<file path="config.mk">
export PLATFORM = sky130hd
export DESIGN_NAME = mips_mc_control
export DESIGN_NICKNAME = d
export VERILOG_FILES = /design/src/rtl/mips_mc_control.sv
export SDC_FILE = /design/constraint.sdc
export NUM_CORES = 1
export LEC_CHECK = 0
export CAP_MARGIN = 20
export CORE_ASPECT_RATIO = 0.75
export CORE_MARGIN = 2
export CORE_UTILIZATION = 35
export DETAILED_ROUTE_END_ITERATION = 10
export GPL_ROUTABILITY_DRIVEN = 0
export PLACE_DENSITY = 0.78
export SLEW_MARGIN = 10
export SYNTH_ARGS = -nofsm -noshare
export SYNTH_HDL_FRONTEND = slang
export SYNTH_SLANG_ARGS = --single-unit
</file>
<file path="constraint.sdc">
create_clock -name clk -period 2.1 [get_ports clk]
set_input_delay 0.525 -clock clk [delete_from_list [all_inputs] [get_ports clk]]
set_output_delay 0.525 -clock clk [all_outputs]
set_load 0.01 [all_outputs]
</file>
<file path="src/rtl/mips_mc_control.sv">
// Multicycle MIPS control FSM: sequences fetch/decode/execute/memory/writeback and
// drives datapath enables plus the 4-bit ALU op; outputs decode from the state register.
module mips_mc_control #(
    parameter logic [3:0] RESET_STATE = 4'd0
) (
    input  logic       clk,
    input  logic       reset_n,
    input  logic [5:0] opcode,
    input  logic [5:0] funct,
    input  logic       zero,
    input  logic       mem_ready,
    output logic       mem_req,
    output logic       mem_write,
    output logic       iord,
    output logic       ir_write,
    output logic       pc_write,
    output logic [1:0] pc_src,
    output logic       alu_src_a,
    output logic [1:0] alu_src_b,
    output logic [3:0] alu_op,
    output logic       reg_dst,
    output logic       mem_to_reg,
    output logic       reg_write,
    output logic       illegal,
    output logic [3:0] state_dbg
);

    typedef enum logic [3:0] {
        FETCH    = 4'd0,
        DECODE   = 4'd1,
        MEMADR   = 4'd2,
        MEMRD    = 4'd3,
        MEMWB    = 4'd4,
        MEMWR    = 4'd5,
        EXECUTE  = 4'd6,
        ALUWB    = 4'd7,
        BRANCH   = 4'd8,
        ADDIEXEC = 4'd9,
        ADDIWB   = 4'd10,
        JUMP     = 4'd11
    } state_t;

    localparam logic [5:0] OP_RTYPE = 6'b000000;
    localparam logic [5:0] OP_J     = 6'b000010;
    localparam logic [5:0] OP_BEQ   = 6'b000100;
    localparam logic [5:0] OP_ADDI  = 6'b001000;
    localparam logic [5:0] OP_LW    = 6'b100011;
    localparam logic [5:0] OP_SW    = 6'b101011;

    localparam logic [3:0] ALU_ADD = 4'b0000;
    localparam logic [3:0] ALU_SUB = 4'b0010;
    localparam logic [3:0] ALU_AND = 4'b0100;
    localparam logic [3:0] ALU_OR  = 4'b0101;
    localparam logic [3:0] ALU_XOR = 4'b0110;
    localparam logic [3:0] ALU_NOR = 4'b0111;
    localparam logic [3:0] ALU_SLT = 4'b1010;

    state_t     state;
    state_t     next_state;
    state_t     cur;
    logic       funct_ok;
    logic [3:0] funct_alu_op;
    logic       decode_illegal;

    always_comb begin
        funct_ok     = 1'b1;
        funct_alu_op = ALU_ADD;
        case (funct)
            6'b100000: funct_alu_op = ALU_ADD;
            6'b100010: funct_alu_op = ALU_SUB;
            6'b100100: funct_alu_op = ALU_AND;
            6'b100101: funct_alu_op = ALU_OR;
            6'b100110: funct_alu_op = ALU_XOR;
            6'b100111: funct_alu_op = ALU_NOR;
            6'b101010: funct_alu_op = ALU_SLT;
            default:   funct_ok     = 1'b0;
        endcase
    end

    always_comb begin
        decode_illegal = 1'b0;
        case (opcode)
            OP_LW, OP_SW, OP_BEQ, OP_ADDI, OP_J: decode_illegal = 1'b0;
            OP_RTYPE:                            decode_illegal = !funct_ok;
            default:                             decode_illegal = 1'b1;
        endcase
    end

    always_comb begin
        next_state = FETCH;
        case (state)
            FETCH:    next_state = mem_ready ? DECODE : FETCH;
            DECODE: begin
                case (opcode)
                    OP_LW, OP_SW: next_state = MEMADR;
                    OP_RTYPE:     next_state = funct_ok ? EXECUTE : FETCH;
                    OP_BEQ:       next_state = BRANCH;
                    OP_ADDI:      next_state = ADDIEXEC;
                    OP_J:         next_state = JUMP;
                    default:      next_state = FETCH;
                endcase
            end
            // IR is stable across the instruction, so opcode still selects lw vs sw here
            MEMADR:   next_state = (opcode == OP_SW) ? MEMWR : MEMRD;
            MEMRD:    next_state = mem_ready ? MEMWB : MEMRD;
            MEMWB:    next_state = FETCH;
            MEMWR:    next_state = mem_ready ? FETCH : MEMWR;
            EXECUTE:  next_state = ALUWB;
            ALUWB:    next_state = FETCH;
            BRANCH:   next_state = FETCH;
            ADDIEXEC: next_state = ADDIWB;
            ADDIWB:   next_state = FETCH;
            JUMP:     next_state = FETCH;
            default:  next_state = FETCH;
        endcase
    end

    always_ff @(posedge clk) begin
        if (!reset_n) begin
            state <= state_t'(RESET_STATE);
        end else begin
            state <= next_state;
        end
    end

    // While reset is held the datapath sees FETCH controls, whatever the register holds
    assign cur       = reset_n ? state : FETCH;
    assign state_dbg = state;

    always_comb begin
        mem_req    = 1'b0;
        mem_write  = 1'b0;
        iord       = 1'b0;
        ir_write   = 1'b0;
        pc_write   = 1'b0;
        pc_src     = 2'b00;
        alu_src_a  = 1'b0;
        alu_src_b  = 2'b00;
        alu_op     = ALU_ADD;
        reg_dst    = 1'b0;
        mem_to_reg = 1'b0;
        reg_write  = 1'b0;
        illegal    = 1'b0;
        case (cur)
            FETCH: begin
                mem_req   = 1'b1;
                alu_src_b = 2'b01;
                ir_write  = mem_ready;
                pc_write  = mem_ready;
            end
            DECODE: begin
                alu_src_b = 2'b11;
                illegal   = decode_illegal;
            end
            MEMADR: begin
                alu_src_a = 1'b1;
                alu_src_b = 2'b10;
            end
            MEMRD: begin
                mem_req = 1'b1;
                iord    = 1'b1;
            end
            MEMWB: begin
                mem_to_reg = 1'b1;
                reg_write  = 1'b1;
            end
            MEMWR: begin
                mem_req   = 1'b1;
                mem_write = 1'b1;
                iord      = 1'b1;
            end
            EXECUTE: begin
                alu_src_a = 1'b1;
                alu_op    = funct_alu_op;
            end
            ALUWB: begin
                reg_dst   = 1'b1;
                reg_write = 1'b1;
            end
            BRANCH: begin
                alu_src_a = 1'b1;
                alu_op    = ALU_SUB;
                pc_src    = 2'b01;
                pc_write  = zero;
            end
            ADDIEXEC: begin
                alu_src_a = 1'b1;
                alu_src_b = 2'b10;
            end
            ADDIWB: begin
                reg_write = 1'b1;
            end
            JUMP: begin
                pc_src   = 2'b10;
                pc_write = 1'b1;
            end
            default: ;
        endcase
    end

endmodule

</file>
======== After elaboration in Yosys (flattened, before gate mapping) ========
Cells that the tools add are included.
word-level totals
  bits in registers ....................... 4
  input bits .............................. 16
  output and inout port bits .............. 22
  word-level logic and storage cells ...... 66
cells by class
  equality and inequality tests ........... 29
  multiplexer cells ....................... 24
  reductions and logical operators ........ 12
operators with widths
  kind                  number
  $eq A6 B6 Y1 const B  9
  $pmux W4 S7           1
  $eq A4 B3 Y1 const B  6
  $pmux W4 S6           1
  $eq A4 B4 Y1 const B  5
  $pmux W4 S5           1
  $eq A4 B2 Y1 const B  4
  $mux W3               4
  $mux W1               11
  $eq A4 B1 Y1 const B  2
  $logic_not A4 Y1      2
  $pmux W4 S2           1
  $reduce_or A7 Y1      1
  $eq A6 B2 Y1 const B  1
  $eq A6 B3 Y1 const B  1
  $eq A6 B4 Y1 const B  1
  $logic_not A6 Y1      1
  $pmux W2 S3           1
  $reduce_or A2 Y1      3
  $reduce_or A3 Y1      2
  $reduce_or A5 Y1      1
  $mux W4               1
  $pmux W2 S2           1
  $reduce_or A4 Y1      1
  3 further kinds       3

======== Longest topological paths before layout ========
  depth in word-level cells ............... 6
  depth in mapped cells ................... 6
  depth with buffers taken out ............ 5

======== Least setup slack after synthesis ========
Ideal clock, no wire load.
  path kind ............................... in2out
  start ................................... in opcode[0]
  end ..................................... out illegal
  data arrival time ....................... 1,659 ps
  data required time ...................... 1,575 ps
  path slack .............................. -84 ps
  cell stages on the path ................. 4
  path buffers ............................ 0
  cells stage by stage .................... or3_4 -> or4_4 -> nor2b_1 -> o311a_1
between the ends
  cells in the longest elaborated chain, start to end .. 4
  elaborated cells on any way between the ends .. 9
  those cells by class .................... 5 x eq/ne; 2 x mux; 2 x reduce/logical
RTL lines
  element                               line  RTL
  from (decl)                           8     input logic [5:0] opcode,
  $eq A6 B6 Y1 (tied with other cells)  82    case (opcode)
  $reduce_or A5 Y1                      82
  $pmux W1 S2 *                         82
  $mux W1 *                             144   case (cur)
  to (decl)                             24    output logic illegal,
Mark *: on every way between the ends. The rest lies on a longest branch, timed or not.

======== Worst setup path after layout ========
Same ends and word-level chain as after synthesis.

==> results.ini <==
[detailed_routing]
drt_pass1_iterations=4
vias_per_cell=5.477
wl_per_cell_um=14.15
totalWireLength_um=2760
route.detailed.drc=0
drt-initial-drc-count=27
final_antenna_net_count=0
vias=1068

[grt]
track_usage=0.2378
grt_pass1_vias=1039
grt_pass1_wl_um=4526
grt_max_degree=18
antenna_found_initial=0
overflow=0

[synth]
synth.avg_cell_area_um2=6.936
syn_area_um2=714.4
yosysTopAreaCellShare=0.1121
synthCells=103
synthSimpleGateAreaFrac=0.4168
ys_warn_count=0
synth_top_family_by_area=simple AND/OR/NAND/NOR gates
yosys-top-cells-area=dfxtp_1 (11%), nor2_1 (7.4%), nor2b_1 (6.1%), a21oi_1 (5.6%), nor3_1 (5.6%)
synth_compound_area_frac=0.2942
synth_edf_count=0
synth_xor_area_frac=0.03678
synthAdderAreaFrac=0.01401
synth_mux_area_frac=0.02802
synth_async_sr_flop_share=0
yosysUniqueCellTypes=43
ys_ff_latch=4
syn_nets=119
synth_top_flop_cell=dfxtp_1
synth_top_cell_by_area=dfxtp_1
ys_seq_area_frac=0.1121

[cells_and_area]
area_delta_synth_final_pct=94.22
nets=189
post-route-util=0.7073
largest_reg_flops=4
n_antenna_cell=0
stdcell_count=195
drive_gt1_frac=0.4152
stdcell_area_um2=1388

[critical_path]
reg2reg_from=state_dbg[2]$_SDFF_PN0_
r2r_setup_slack_ps=670
crit_type=in2out
max_stage_delay_ps=490
critPathRequiredTime_ps=1570
worstSetupStartpointType=input port
worstPathArrival_ps=1910
r2r_end=state_dbg[0]$_SDFF_PN0_
cpLargestDelayFamily=simple AND/OR/NAND/NOR gates
path_cells=buf_6, or3_4, or4_4, nor2b_1, o311a_1, buf_2
worstSetupEndpointType=output pin
ff2ff_path_depth=5
cp_slowest_cell=or4_4
crit_fanout=2
cp_num_buf_inv=2

[worst_hold_path]
min_path_cells=2
hold_class=reg2reg
hold_start=state_dbg[1]$_SDFF_PN0_
holdPathEnd=state_dbg[3]$_SDFF_PN0_

[placed_design]
dp_slack_ps=-1046
io_buffer_count=37
post_dp_cell_area_um2=1333
hpwl_um=2173
placed_cells=190

[sta]
maxSlewHeadroom=0.7751
slew_violations=0
fmax_mhz=410.1
worst_pin_slew_ps=334.8
worst_hold_slack_ps=714.3
tns_ps=-338.6
fin_skew_ps=7.345
hold_viol=0
min_period_ps=2439
min_period_over_period=1.161
fin_ws_ps=-338.6
setup_viol=1
rsz0062_at_grt=yes

[floorplan]
num_io_pins=38
core_um2=1962
row_count=14
dieArea_um2=2422
start_util=0.3642
die_w_um=56.17
fp.dieH_um=43.13

[power_and_ir_drop]
total_power_uw=382.8
leakagePower_nw=0.6643
power_density_nw_per_um2=275.9
ir_worst_vdd_mv=0.2887

[clocking]
cts_buffers=3
cts_buffer_depth=2
h-tree-depth=1
cts_tree=yes
clock_sinks=4
cts_root_buf=clkbuf_4
path_clk_slew_ps=50
worstSkewPairLatency_ps=240

[job]
cap_viol_max_count=0

[status]
violations=negative setup slack
status=complete, but fails checks

[report_power, final]
| group | internal (mW) | switching, mW |
|---|---|---|
| Sequential | 0.0787 | 0.00364 |
| Clock | 0.0644 | 0.0382 |
| Combinational | 0.110 | 0.0882 |
| Total | 0.253 | 0.130 |
[worst reg2reg max path, delay by kind of cell, from the launching register on]
kind | cells | cell delay, ps
buffers and inverters | 2 | 310
and+or+nand+nor | 1 | 170
AOI/OAI and AO/OA | 2 | 530
DFF | 1 | 320
[synth_stat cells (2+ instances only)]
| master | number |
|---|---|
| o41ai_1 | 2 |
| xnor2_1 | 2 |
| nor2b_1 | 7 |
| mux2i_1 | 2 |
| nor3b_1 | 4 |
| nand2_1 | 7 |
| a21oi_1 | 8 |
| a221oi_1 | 2 |
| inv_1 | 2 |
| nor2_1 | 14 |
| and2_1 | 2 |
| nor3_1 | 8 |
| buf_6 | 3 |
| clkbuf_1 | 2 |
| and4_1 | 2 |
| dfxtp_1 | 4 |
| buf_2 | 2 |
| nand2b_1 | 3 |
| o21ai_1 | 3 |
[cell usage in the layout (no fill, tap or decap), drive strengths merged, types with 2 or more instances in the layout]
master         count
nand2              7
clkdlybuf4s50      7
clkbuf             5
inv                2
o41ai              2
and2               2
buf               47
mux2i              2
o21ai              4
nor2b              7
nand2b             5
a21oi              9
and4               2
nor3b              4
a221oi             2
dfxtp              4
dlygate4sd2       17
nor3               8
xnor2              2
nor2              14
[area by class of cell]
| type | instances | area, um^2 |
|---|---|---|
| timing repair buffer | 74 | 605.6 |
| sequential | 4 | 86.33 |
| clock buffer | 3 | 22.52 |
| fill | 167 | 574.3 |
| multi-input combinational | 88 | 635.6 |
| tap | 24 | 30.03 |
| inverter | 2 | 7.507 |
[per-layer routing]
metal,up-vias,track usage,routed length (um)
met5,-,0,0
met1,492,0.2742,1126
li1,514,-,-
met3,4,0.06402,244
met4,0,0.06667,34
met2,58,0.4329,1355
[worst max path at each step]
stage,from,endpoint,cells past startpoint
finish,opcode[0],illegal,6
global route,opcode[0],illegal,6
CTS,opcode[0],illegal,6
detailed placement,opcode[0],illegal,6
global placement,opcode[0],illegal,6
floorplan,opcode[0],illegal,4
[logic make-up (layout without fill, tap and decap cells)]
logic type | Yosys count | after routing
AND/OR/NAND/NOR | 53 | 53
flip-flops | 4 | 4
XOR/XNOR | 3 | 3
AO/OA/AOI/OAI | 29 | 29
multiplexers | 2 | 2
adder cells (fa/ha/maj) | 1 | 1
buffers and inverters | 11 | 79
[repair_timing]
action,4_1_cts,5_1_grt
pin swaps,4,5
buffers inserted,2,0
gates resized for setup,71,17
setup endpoints to repair,19,11
hold buffers,0,0
gates cloned,0,0
(Power assumes the default switching activity.)
